### src/rtl/opto_tooth_decoder.sv
// Code-wheel decoder: synchronise and deglitch the opto line, time each tooth, and lock onto the index gap.
// Raw rise to o_tooth_pulse is 3 + GLITCH_CYC cycles; free-running with no backpressure, and every output is registered.
module opto_tooth_decoder #(
  parameter int TOOTH_NUM  = 39,
  parameter int GLITCH_CYC = 8,
  parameter int STALL_CYC  = 50_000_000
) (
  input  logic        i_clk_50m,
  input  logic        i_rst_n,
  input  logic        i_cal_mode,
  input  logic        i_opto_switch,
  output logic        o_opto_filt,
  output logic        o_tooth_pulse,
  output logic [7:0]  o_tooth_idx,
  output logic        o_zero_pulse,
  output logic [25:0] o_tooth_period,
  output logic [29:0] o_rev_period,
  output logic        o_rev_valid,
  output logic        o_sync_ok,
  output logic        o_sync_err,
  output logic        o_stall
);

  typedef enum logic [1:0] {SEARCH = 2'd0, VERIFY = 2'd1, LOCKED = 2'd2} state_t;

  localparam logic [7:0]  GLITCH_LAST = 8'(GLITCH_CYC - 1);
  localparam logic [7:0]  IDX_LAST    = 8'(TOOTH_NUM - 1);
  localparam logic [25:0] STALL_MAX   = 26'(STALL_CYC);
  localparam logic [29:0] REV_MAX     = '1;

  logic        sync1_q, sync1_d, sync2_q, sync2_d;
  logic        filt_q, filt_d, filt_prev_q, filt_prev_d;
  logic [7:0]  flt_cnt_q, flt_cnt_d;
  logic [25:0] per_cnt_q, per_cnt_d, prev_per_q, prev_per_d;
  logic        prev_vld_q, prev_vld_d;
  logic [29:0] rev_cnt_q, rev_cnt_d;
  state_t      state_q, state_d;
  logic [7:0]  idx_q, idx_d;
  logic        tooth_pulse_q, tooth_pulse_d, zero_pulse_q, zero_pulse_d;
  logic [25:0] tooth_period_q, tooth_period_d;
  logic [29:0] rev_period_q, rev_period_d;
  logic        rev_valid_q, rev_valid_d;
  logic        sync_ok_q, sync_ok_d, sync_err_q, sync_err_d, stall_q, stall_d;

  logic        edge_acc, gap;
  logic [27:0] cur_x2, prev_x3;

  always_comb begin
    sync1_d        = i_opto_switch;
    sync2_d        = sync1_q;
    filt_d         = filt_q;
    filt_prev_d    = filt_q;
    flt_cnt_d      = '0;
    per_cnt_d      = (per_cnt_q == STALL_MAX) ? per_cnt_q : per_cnt_q + 26'd1;
    prev_per_d     = prev_per_q;
    prev_vld_d     = prev_vld_q;
    rev_cnt_d      = (rev_cnt_q == REV_MAX) ? rev_cnt_q : rev_cnt_q + 30'd1;
    state_d        = state_q;
    idx_d          = idx_q;
    tooth_pulse_d  = 1'b0;
    zero_pulse_d   = 1'b0;
    tooth_period_d = tooth_period_q;
    rev_period_d   = rev_period_q;
    rev_valid_d    = 1'b0;
    sync_err_d     = 1'b0;
    stall_d        = stall_q;

    if (sync2_q != filt_q) begin
      if (flt_cnt_q == GLITCH_LAST) filt_d = ~filt_q;
      else                          flt_cnt_d = flt_cnt_q + 8'd1;
    end

    // Gap when the current tooth is at least 1.5x the previous one.
    edge_acc = filt_q & ~filt_prev_q;
    cur_x2   = {1'b0, per_cnt_q, 1'b0};
    prev_x3  = {2'b00, prev_per_q} + {1'b0, prev_per_q, 1'b0};
    gap      = prev_vld_q && (cur_x2 >= prev_x3);

    if (edge_acc) begin
      tooth_pulse_d  = 1'b1;
      tooth_period_d = per_cnt_q;
      prev_per_d     = per_cnt_q;
      prev_vld_d     = 1'b1;
      per_cnt_d      = 26'd1;
      stall_d        = 1'b0;
      if (gap) begin
        rev_cnt_d = 30'd1;
        if (state_q != SEARCH) begin
          rev_valid_d  = 1'b1;
          rev_period_d = rev_cnt_q;
        end
      end
      case (state_q)
        SEARCH: begin
          idx_d = '0;
          if (gap) begin
            state_d      = VERIFY;
            zero_pulse_d = 1'b1;
          end
        end
        VERIFY: begin
          if (gap) begin
            idx_d        = '0;
            zero_pulse_d = 1'b1;
            if (idx_q == IDX_LAST) state_d = LOCKED;
          end else if (idx_q == IDX_LAST) begin
            state_d = SEARCH;
            idx_d   = '0;
          end else begin
            idx_d = idx_q + 8'd1;
          end
        end
        LOCKED: begin
          if (idx_q == IDX_LAST && gap) begin
            idx_d        = '0;
            zero_pulse_d = 1'b1;
          end else if (idx_q == IDX_LAST || gap) begin
            state_d    = SEARCH;
            idx_d      = '0;
            sync_err_d = 1'b1;
          end else begin
            idx_d = idx_q + 8'd1;
          end
        end
        default: begin
          state_d = SEARCH;
          idx_d   = '0;
        end
      endcase
    end else if (per_cnt_d == STALL_MAX) begin
      stall_d    = 1'b1;
      prev_vld_d = 1'b0;
      state_d    = SEARCH;
      idx_d      = '0;
    end

    sync_ok_d = (state_d == LOCKED);

    if (i_cal_mode) begin
      sync1_d        = 1'b1;
      sync2_d        = 1'b1;
      filt_d         = 1'b1;
      filt_prev_d    = 1'b1;
      flt_cnt_d      = '0;
      per_cnt_d      = '0;
      prev_per_d     = '0;
      prev_vld_d     = 1'b0;
      rev_cnt_d      = '0;
      state_d        = SEARCH;
      idx_d          = '0;
      tooth_pulse_d  = 1'b0;
      zero_pulse_d   = 1'b0;
      tooth_period_d = '0;
      rev_period_d   = '0;
      rev_valid_d    = 1'b0;
      sync_ok_d      = 1'b0;
      sync_err_d     = 1'b0;
      stall_d        = 1'b0;
    end
  end

  always_ff @(posedge i_clk_50m or negedge i_rst_n) begin
    if (!i_rst_n) begin
      sync1_q        <= 1'b1;
      sync2_q        <= 1'b1;
      filt_q         <= 1'b1;
      filt_prev_q    <= 1'b1;
      flt_cnt_q      <= '0;
      per_cnt_q      <= '0;
      prev_per_q     <= '0;
      prev_vld_q     <= 1'b0;
      rev_cnt_q      <= '0;
      state_q        <= SEARCH;
      idx_q          <= '0;
      tooth_pulse_q  <= 1'b0;
      zero_pulse_q   <= 1'b0;
      tooth_period_q <= '0;
      rev_period_q   <= '0;
      rev_valid_q    <= 1'b0;
      sync_ok_q      <= 1'b0;
      sync_err_q     <= 1'b0;
      stall_q        <= 1'b0;
    end else begin
      sync1_q        <= sync1_d;
      sync2_q        <= sync2_d;
      filt_q         <= filt_d;
      filt_prev_q    <= filt_prev_d;
      flt_cnt_q      <= flt_cnt_d;
      per_cnt_q      <= per_cnt_d;
      prev_per_q     <= prev_per_d;
      prev_vld_q     <= prev_vld_d;
      rev_cnt_q      <= rev_cnt_d;
      state_q        <= state_d;
      idx_q          <= idx_d;
      tooth_pulse_q  <= tooth_pulse_d;
      zero_pulse_q   <= zero_pulse_d;
      tooth_period_q <= tooth_period_d;
      rev_period_q   <= rev_period_d;
      rev_valid_q    <= rev_valid_d;
      sync_ok_q      <= sync_ok_d;
      sync_err_q     <= sync_err_d;
      stall_q        <= stall_d;
    end
  end

  assign o_opto_filt    = filt_q;
  assign o_tooth_pulse  = tooth_pulse_q;
  assign o_tooth_idx    = idx_q;
  assign o_zero_pulse   = zero_pulse_q;
  assign o_tooth_period = tooth_period_q;
  assign o_rev_period   = rev_period_q;
  assign o_rev_valid    = rev_valid_q;
  assign o_sync_ok      = sync_ok_q;
  assign o_sync_err     = sync_err_q;
  assign o_stall        = stall_q;

endmodule
### config.mk
export PLATFORM = sky130hd
export DESIGN_NAME = opto_tooth_decoder
export DESIGN_NICKNAME = d
export VERILOG_FILES = /design/src/rtl/opto_tooth_decoder.sv
export SDC_FILE = /design/constraint.sdc
export NUM_CORES = 1
export LEC_CHECK = 0
export BUFFER_PORTS_ARGS = -buffer_cell sky130_fd_sc_hd__buf_2
export CORE_ASPECT_RATIO = 1.2
export CORE_MARGIN = 3
export CORE_UTILIZATION = 30
export CTS_CLUSTER_DIAMETER = 100
export DETAILED_ROUTE_END_ITERATION = 10
export PLACE_DENSITY = 0.43
export SLEW_MARGIN = 20
export SYNTH_ARGS = -nofsm -noshare
export SYNTH_HDL_FRONTEND = slang
export SYNTH_SLANG_ARGS = --single-unit
### constraint.sdc
create_clock -name i_clk_50m -period 14 [get_ports i_clk_50m]
set_clock_uncertainty 0.05 [all_clocks]
set_input_delay 2.8 -clock i_clk_50m [delete_from_list [all_inputs] [get_ports i_clk_50m]]
set_output_delay 2.8 -clock i_clk_50m [all_outputs]
set_load 0.05 [all_outputs]
# After elaboration in Yosys (flattened, before gate mapping)

Cells that the tools add are included.

Flip-flop bits (word level): 141
Input port bits: 4

Add/subtract/negate cells: 5
Magnitude comparators: 1
Equality and inequality tests: 9
Multiplexer cells: 63
Bitwise operators: 3
Reduce and logical (&&, ||, !) cells: 14

Operators by type and width:

| kind                                                             | count |
|---|---|
| 30-bit two-way mux                                               | 8 |
| 26-bit two-way mux                                               | 5 |
| 8-bit two-way mux                                                | 10 |
| 26-bit == test (second input constant)                           | 2 |
| 30-bit by 1-bit adder with 30-bit output (second input constant) | 1 |
| 30-bit == test (second input constant)                           | 1 |
| 26-bit by 27-bit adder with 28-bit output                        | 1 |
| 27-bit by 28-bit greater-or-equal comparator with 1-bit output   | 1 |
| 1-bit two-way mux                                                | 28 |
| 26-bit by 1-bit adder with 26-bit output (second input constant) | 1 |
| 2-bit two-way mux                                                | 9 |
| 8-bit by 1-bit adder with 8-bit output (second input constant)   | 2 |
| 8-bit one-hot mux with 2 select lines                            | 1 |
| 2-bit nonzero test                                               | 6 |
| 8-bit by 3-bit == test with 1-bit output (second input constant) | 1 |
| 8-bit by 6-bit == test with 1-bit output (second input constant) | 1 |
| 2-bit one-hot mux with 3 select lines                            | 1 |
| 2-bit == test (second input constant)                            | 2 |
| 3-bit AND reduction                                              | 1 |
| 3-bit nonzero test                                               | 1 |
| 2-bit by 1-bit == test with 1-bit output (second input constant) | 1 |
| 1-bit logical AND                                                | 2 |
| 2-bit zero test                                                  | 1 |
| 1-bit inverter                                                   | 2 |
| 6 further kinds                                                  | 6 |

# Longest topological paths before layout

Gate-level depths: netlist of the first run.

Word-level depth: 10
Gate-level depth with buffers: 25
Mapped depth without buffers: 25

# Least setup slack after synthesis of the first run

No wires, ideal clock.

Path type: register to register
From: register o_tooth_period[1] (netlist name)
To: register idx_q[7], in the netlist o_tooth_idx[7]
Data arrival time: 5.159 ns
Data required time: 13.829 ns
Path slack: 8.670 ns
Cell stages (with the launch flop): 23
Path buffers: 0
Period minus slack after synthesis: 5.330 ns
Path through: dfrtp_1 ha_1 fa_1 a211oi_1 o211ai_1 nand3_1 o21bai_1 a31o_2 a211oi_1 o21bai_1 xor2_1 ha_1 nand4_1 nor2_1 o2111a_1 a311oi_1 a21oi_1 inv_1 ha_1 a221oi_1 nor2_1 a21o_1 a22o_1

RTL lines:

| what                 | RTL line | source |
|---|---|---|
| to (signal assigned) | 194      | `idx_q <= idx_d;` |
| to (decl)            | 38       | `logic [7:0] idx_q, idx_d;` |

==> results of run 1 <==
how the worst max path moves through the flow:
stage,startpoint,end,cells past startpoint
final,o_tooth_period[1]$_DFFE_PN0N_,o_tooth_idx[3]$_DFFE_PN0P_,22
after floorplan,o_tooth_period[1]$_DFFE_PN0N_,o_tooth_idx[7]$_DFFE_PN0P_,22
after detailed placement,o_tooth_period[1]$_DFFE_PN0N_,o_tooth_idx[3]$_DFFE_PN0P_,22
after global placement,o_tooth_period[1]$_DFFE_PN0N_,o_tooth_idx[3]$_DFFE_PN0P_,22
after global routing,o_tooth_period[1]$_DFFE_PN0N_,o_tooth_idx[3]$_DFFE_PN0P_,22
after CTS,o_tooth_period[1]$_DFFE_PN0N_,o_tooth_idx[3]$_DFFE_PN0P_,22
cell type report:
class / instances / area, sq um / area share
clock buffer: 19 / 453 / 0.0450
clock inverter: 13 / 164 / 0.0163
inverter: 23 / 86.3 / 0.00858
multi-input combinational: 751 / 4900 / 0.488
sequential: 141 / 3530 / 0.351
tap: 379 / 474 / 0.0471
timing repair buffer: 83 / 444 / 0.0442
cells in the mapped netlist, types with 4 or more instances:
cell	instances	area, sq um
a211oi_1	9	67.6
a21o_1	11	82.6
a21oi_1	70	350
a31oi_1	4	25.0
and2_1	6	37.5
and3_1	24	150
and4_1	14	123
buf_2	14	70.1
clkbuf_1	28	105
dfrtp_1	137	3430
dfstp_2	4	105
ha_1	63	788
inv_1	23	86.3
mux2i_1	33	330
nand2_1	97	364
nand2b_1	8	50.1
nand3_1	40	200
nand4_1	21	131
nor2_1	126	473
nor2b_1	6	37.5
nor3_1	21	105
nor3b_1	4	30.0
nor4_1	5	31.3
o211ai_1	5	37.5
o21ai_0	32	160
o21bai_1	5	37.5
or2_2	7	43.8
or3_1	5	31.3
xnor2_1	38	333
xor2_1	41	359
power by group:
| group | switching (uW) | internal [uW] | leakage, uW |
|---|---|---|---|
| registers | 3.49 | 409 | 0.00195 |
| logic | 20.3 | 6.40 | 0.00228 |
| clock network | 188 | 291 | 0.000300 |
| total | 212 | 707 | 0.00453 |
metrics by stage:
step	setup slack [ns]	total power [uW]
after global routing	7.11	955
after floorplan	8.67	433
after global placement	8.01	449
after detailed placement	7.92	449
after CTS	7.88	937
final	7.92	918
cells by family (layout without fill, tap and decap cells):
logic type | Yosys count | after routing | share of synthesized area
multiplexers | 34 | 34 | 0.0392
AO/OA/AOI/OAI | 173 | 173 | 0.124
XOR/XNOR | 79 | 79 | 0.0795
flip-flops | 141 | 141 | 0.406
buffers and inverters | 68 | 138 | 0.0313
AND/OR/NAND/NOR | 401 | 401 | 0.227
adder cells (fa/ha/maj) | 64 | 64 | 0.0929
critical path, stage by stage, from the launching register on:
cell,delay [ns]
dfrtp_1,0.46
ha_1,0.34
a211oi_1,0.28
o211ai_1,0.17
a31oi_1,0.33
o21ai_0,0.27
a21oi_1,0.42
a2bb2oi_1,0.37
nor3b_1,0.09
a311oi_1,0.29
ha_1,0.29
nand3_1,0.11
o21ai_0,0.10
o221a_2,0.23
a311oi_1,0.38
a21oi_1,0.26
ha_1,0.29
nor2b_1,0.16
o2bb2ai_1,0.13
nand3_1,0.16
nor2_1,0.52
a211oi_1,0.16
a21oi_1,0.15
layer usage:
| layer | share of wire | up-vias | track usage |
|---|---|---|---|
| li1 | - | 3506 | - |
| met1 | 0.45 | 3367 | 0.186 |
| met5 | 0 | - | 0 |
| met4 | 0.024 | 0 | 0.0540 |
| met3 | 0.028 | 34 | 0.0290 |
| met2 | 0.50 | 85 | 0.272 |
sequential cells by signal (all words and copies together), names as in the netlist, 2 cells and up:
| name | flops |
|---|---|
| state_q | 2 |
| flt_cnt_q | 8 |
| o_rev_period | 30 |
| o_tooth_idx | 8 |
| o_tooth_period | 26 |
| rev_cnt_q | 30 |
| per_cnt_q | 26 |
==> out/metrics.cfg, run 1 <==
[setup_path]
r2r_cells = 22
end_kind = flop
start_kind = flop
cp_max_fo = 10
cp.required_ns = 14.30
reg2reg_to = o_tooth_idx[3]$_DFFE_PN0P_
arrival_ns = 6.38
r2r_start = o_tooth_period[1]$_DFFE_PN0N_
path_class = reg2reg
ff2ff_setup_slack_ns = 7.92

[global_route]
first_global_vias = 7258
antenna_found_initial = 0
grt_overflow_total = 0
grt_pass1_wl_mm = 38.4
grt_use_total = 0.153
grt_max_degree = 74

[yosys]
synth_area_sq_mm = 0.00870
syn_nets = 1028
synthFlopType = dfrtp_1
yosysWarningCount = 0
synth_cell_types = 64
synth_edf_count = 0
synthArstFlopShare = 1.00
seq_area_frac_synth = 0.406
syn-instance-count = 960
ys_ff_latch = 141
avgSynthCellArea_sq_um = 9.07

[cts]
cts_buffers = 17
clkLatencyLatePin_ns = 0.43
holdBufCountCts = 0
cts-root-buf = clkbuf_16
cts.sinks = 141
h-tree-depth = 4
cts_tree = built
path_clk_slew_ns = 0.06
clockBufferDepth = 2
post_cts_buffers = 0
ctsResizeCount = 0

[job]
maxCapViolCount = 0

[sta]
tns_ns = 0
timing.final.crit_share = 0.434
rsz0062_at_grt = false
slew_headroom = 0.374
fmax_mhz = 164
slew_violations = 0
final-hold-violation-count = 0
worst_pin_slew_ns = 0.939
whs_ns = 0.409
min_period_ns = 6.08
setup_violations = 0

[drt]
wirelength_mm = 23.0
drt_iter0_markers = 291
ant_nets = 0
num_vias = 6992
via_per_inst = 4.96
drc = 0
wl_per_cell_microns = 16.3
dr.pass1.iters = 4

[finish]
fillers = 2989
layout_commonest_cell = dfrtp_1
n_antenna_cell = 0
synthToLayoutAreaGrowth_pct = 15.6
fin_cells = 1409
drive_above_1_share = 0.136
utilization = 0.356
layout_common_cells = dfrtp_1 (137), nor2_1 (126), nand2_1 (97), buf_2 (73), a21oi_1 (70)
fin_area_sq_mm = 0.0101
finalNetCount = 1085

[floorplanning]
core_sq_mm = 0.0283
die-area_sq_mm = 0.0311
ios = 75
placementRows = 67
dieHeight_microns = 193
start_util = 0.308
die_width_microns = 161

[hold_path]
hold_path_depth = 1
min_to = flt_cnt_q[0]$_DFF_PN0_
hp-start = flt_cnt_q[0]$_DFF_PN0_
hold_class = reg2reg

[placed_design]
portBuffers = 74
gp_congestion = 0.824
hpwl_mm = 16.2
placed_area_sq_mm = 0.00944
dp.cells = 1377

[run_status]
run_status = finished clean

[power]
power.density_mw_per_mm2 = 91.3
p_leak_uw = 0.00453
peakVddDrop_mv = 0.0715

Power figures use the tool's default switching activity.
==> run 2, diff against run 1 <==
Settings changed: ABC_AREA set to 1, PLACE_DENSITY 0.43 to 0.44.
Clock period 14 ns to 5 ns, I/O delays scaled along.
==> run 2 against run 1 <==
Compared with the run above: utilization up 0.21 points; worst hold slack better by 0.0083 ns; critical path depth up 4; highest routed layer unchanged; largest power group unchanged; critical path type unchanged; critical endpoint is now o_sync_ok$_DFF_PN0_; cell count up 17%.
==> out/metrics.cfg, run 2 <==
[yosys]
synthMuxAreaShare = 0  ; was 0.0392
synth_top_cell_by_area = dfrtp_1  ; unchanged
yosysWarningCount = 0  ; unchanged
synth_compound_area_frac = 0.0877  ; was 0.124
avgSynthCellArea_sq_um = 7.62  ; was 9.07 sq um
synthFlopType = dfrtp_1  ; unchanged
synth_top_area_frac = 0.383  ; was 0.394
synth_area_sq_mm = 0.00895  ; was 0.00870 sq mm
synth_edf_count = 0  ; unchanged
yosys.area_share.adder = 0.0903  ; was 0.0929
synth_most_common_cell = nand2_1  ; was dfrtp_1
yosys-top-cells-count = nand2_1 (293), nor2_1 (141), dfrtp_1 (137)  ; was dfrtp_1 (137), nor2_1 (126), nand2_1 (97)
ys_ff_latch = 141  ; unchanged
synth_top_family_by_area = simple AND/OR/NAND/NOR gates  ; unchanged
synth_cell_types = 51  ; was 64
netlist_top_cells_area = dfrtp_1 (38%), nand2_1 (12%), ha_1 (8.8%), nor2_1 (5.9%), nand3_1 (4.8%)  ; was dfrtp_1 (39%), ha_1 (9.1%), nor2_1 (5.4%), nand2_1 (4.2%), xor2_1 (4.1%)
synthArstFlopShare = 1.00  ; unchanged
syn-instance-count = 1175  ; was 960
syn_nets = 1243  ; was 1028
seq_area_frac_synth = 0.395  ; was 0.406
synth-simple-area-share = 0.309  ; was 0.227
synth_xor_xnor_area_share = 0.0567  ; was 0.0795

[setup_path]
path_class = reg2reg  ; unchanged
r2r_cells = 26  ; was 22
end_kind = flop  ; unchanged
cp_max_fo = 4  ; was 10
arrival_ns = 4.85  ; was 6.38 ns
cp_common_cell = nand2_1
cp.required_ns = 5.31  ; was 14.30 ns
cpPeakStageDelay_ns = 0.46  ; was 0.52 ns
slowest_stage = nor4_2  ; was nor2_1
start_kind = flop  ; unchanged

[floorplanning]
start_util = 0.308  ; about the same
die_width_microns = 164  ; was 161 microns
ios = 75  ; unchanged
die-area_sq_mm = 0.0320  ; was 0.0311 sq mm
placementRows = 68  ; was 67
dieHeight_microns = 195  ; was 193 microns
core_sq_mm = 0.0291  ; was 0.0283 sq mm

[global_route]
grt_pass1_wl_mm = 42.9  ; was 38.4 mm
first_global_vias = 8150  ; was 7258
grt_overflow_total = 0  ; unchanged
grt_max_degree = 73  ; was 74
antenna_found_initial = 0  ; unchanged
grt_use_total = 0.169  ; was 0.153

[hold_path]
hold_class = reg2reg  ; unchanged
hold_path_depth = 1  ; unchanged

[power]
power.density_mw_per_mm2 = 251  ; was 91.3 mW/mm^2
p_leak_uw = 0.00503  ; was 0.00453 uW
peakVddDrop_mv = 0.130  ; was 0.0715 mV
fin_total_pwr_uw = 2620  ; was 918 uW

[finish]
drive_above_1_share = 0.132  ; was 0.136
finalNetCount = 1324  ; was 1085
fin_cells = 1654  ; was 1409
layout_common_cells = nand2_1 (293), nor2_1 (140), dfrtp_1 (137), inv_1 (107), nand3_1 (85)  ; was dfrtp_1 (137), nor2_1 (126), nand2_1 (97), buf_2 (73), a21oi_1 (70)
layout_commonest_cell = nand2_1  ; was dfrtp_1
synthToLayoutAreaGrowth_pct = 16.4  ; was 15.6%
fin_area_sq_mm = 0.0104  ; was 0.0101 sq mm
n_antenna_cell = 0  ; unchanged

[cts]
h-tree-depth = 4  ; unchanged
cts.sinks = 141  ; unchanged
cts_buffers = 17  ; unchanged
holdBufCountCts = 0  ; unchanged
clkLatencyLatePin_ns = 0.44  ; was 0.43 ns
cts_tree = built  ; unchanged
clockBufferDepth = 2  ; unchanged
path_clk_slew_ns = 0.07  ; was 0.06 ns
cts-root-buf = clkbuf_16  ; unchanged

[drt]
num_vias = 7841  ; was 6992
wl_per_cell_microns = 15.8  ; was 16.3 microns
ant_nets = 0  ; unchanged
wirelength_mm = 26.1  ; was 23.0 mm
via_per_inst = 4.74  ; was 4.96
dr.pass1.iters = 5  ; was 4
drc = 0  ; unchanged
drt_iter0_markers = 311  ; was 291

[placed_design]
placed_area_sq_mm = 0.00978  ; was 0.00944 sq mm
dpl_worst_slack_ns = 0.106  ; was 7.92 ns
hpwl_mm = 19.5  ; was 16.2 mm
gp_congestion = 0.856  ; was 0.824
portBuffers = 74  ; unchanged
dp.cells = 1620  ; was 1377

[sta]
worst_pin_slew_ns = 0.743  ; was 0.939 ns
setup_violations = 0  ; unchanged
slew_violations = 0  ; unchanged
slew_headroom = 0.505  ; was 0.374
whs_ns = 0.417  ; was 0.409 ns
fmax_mhz = 220  ; was 164 MHz
setup_ws_ns = 0.464  ; was 7.92 ns
final-hold-violation-count = 0  ; unchanged
min_period_ns = 4.54  ; was 6.08 ns
timing.final.crit_share = 0.907  ; was 0.434

[run_status]
run_status = finished clean  ; unchanged

[job]
maxCapViolCount = 0  ; unchanged

-- run 2: cell types whose count changed after synthesis, moves of 17 or more --
cell      previous run  this run
nand2_1             97       293
o21ai_0             32        49
nand3_1             40        86
and3_1              24         2
mux2i_1             33         0
inv_1               23       107
xnor2_1             38        15
clkbuf_1            28        11
-- run 2: cell families (layout without fill, tap and decap cells) --
family | Yosys count | in the layout
fa+ha+maj | 64 | 64
xor+xnor | 58 | 58
buf+inv | 141 | 235
flops | 141 | 141
simple gates | 626 | 626
compound gates | 145 | 145
-- run 2: area by class of cell --
class | instances | area (sq um)
clock buffer | 20 | 437
multi-input combinational | 893 | 4910
clock inverter | 12 | 160
sequential | 141 | 3530
inverter | 118 | 443
fill | 3173 | 18700
tap | 385 | 482
timing repair buffer | 85 | 459
-- run 2: report_power, final --
part	internal [uW]	total (uW)	leakage, uW	switching (uW)
registers	1150	1160	0.00195	12.8
logic	27.7	122	0.00280	94.6
clock network	790	1330	0.000278	544
-- run 2: path summary, 6_finish.rpt --
check | slack (ns) | endpoint | from
worst max-delay path | 0.46 | o_sync_ok$_DFF_PN0_ | o_tooth_period[13]$_DFFE_PN0N_
worst min-delay path | 0.42 | flt_cnt_q[0]$_DFF_PN0_ | flt_cnt_q[0]$_DFF_PN0_
worst max register to register | 0.46 | o_sync_ok$_DFF_PN0_ | o_tooth_period[13]$_DFFE_PN0N_
worst min register to register | 0.42 | flt_cnt_q[0]$_DFF_PN0_ | flt_cnt_q[0]$_DFF_PN0_
max in group asynchronous | 3.35 | per_cnt_q[1]$_DFF_PN0_ | i_rst_n
min in group asynchronous | 0.54 | o_tooth_idx[2]$_DFFE_PN0P_ | i_rst_n
-- run 2: worst max-delay path: cells and delay by family (launching register included) --
| family | cells | cell delay, ns |
|---|---|---|
| xor+xnor | 1 | 0.16 |
| flops | 1 | 0.43 |
| compound gates | 5 | 0.61 |
| buf+inv | 1 | 0.03 |
| fa+ha+maj | 3 | 0.89 |
| simple gates | 16 | 2.28 |
-- run 2: metrics by stage --
step / TNS, ns / utilization
2_1_floorplan: 0 / -
3_3_place_gp: 0 / 0.336
3_5_place_dp: 0 / 0.336
4_1_cts: 0 / 0.357
5_1_grt: -0.0368 / 0.358
6_report: 0 / 0.358
-- run 2: what timing repair did --
action                                  CTS  global route
buffers inserted                          0             2
endpoints found under the setup margin    0            24
gates resized for setup                   0             8
-- run 2: routing by layer --
layer,global-route usage,share of wire,vias to the layer above
met5,0,0,-
met4,0.0414,0.016,0
met3,0.0316,0.030,24
met2,0.306,0.51,103
met1,0.207,0.44,3712
li1,-,-,4002
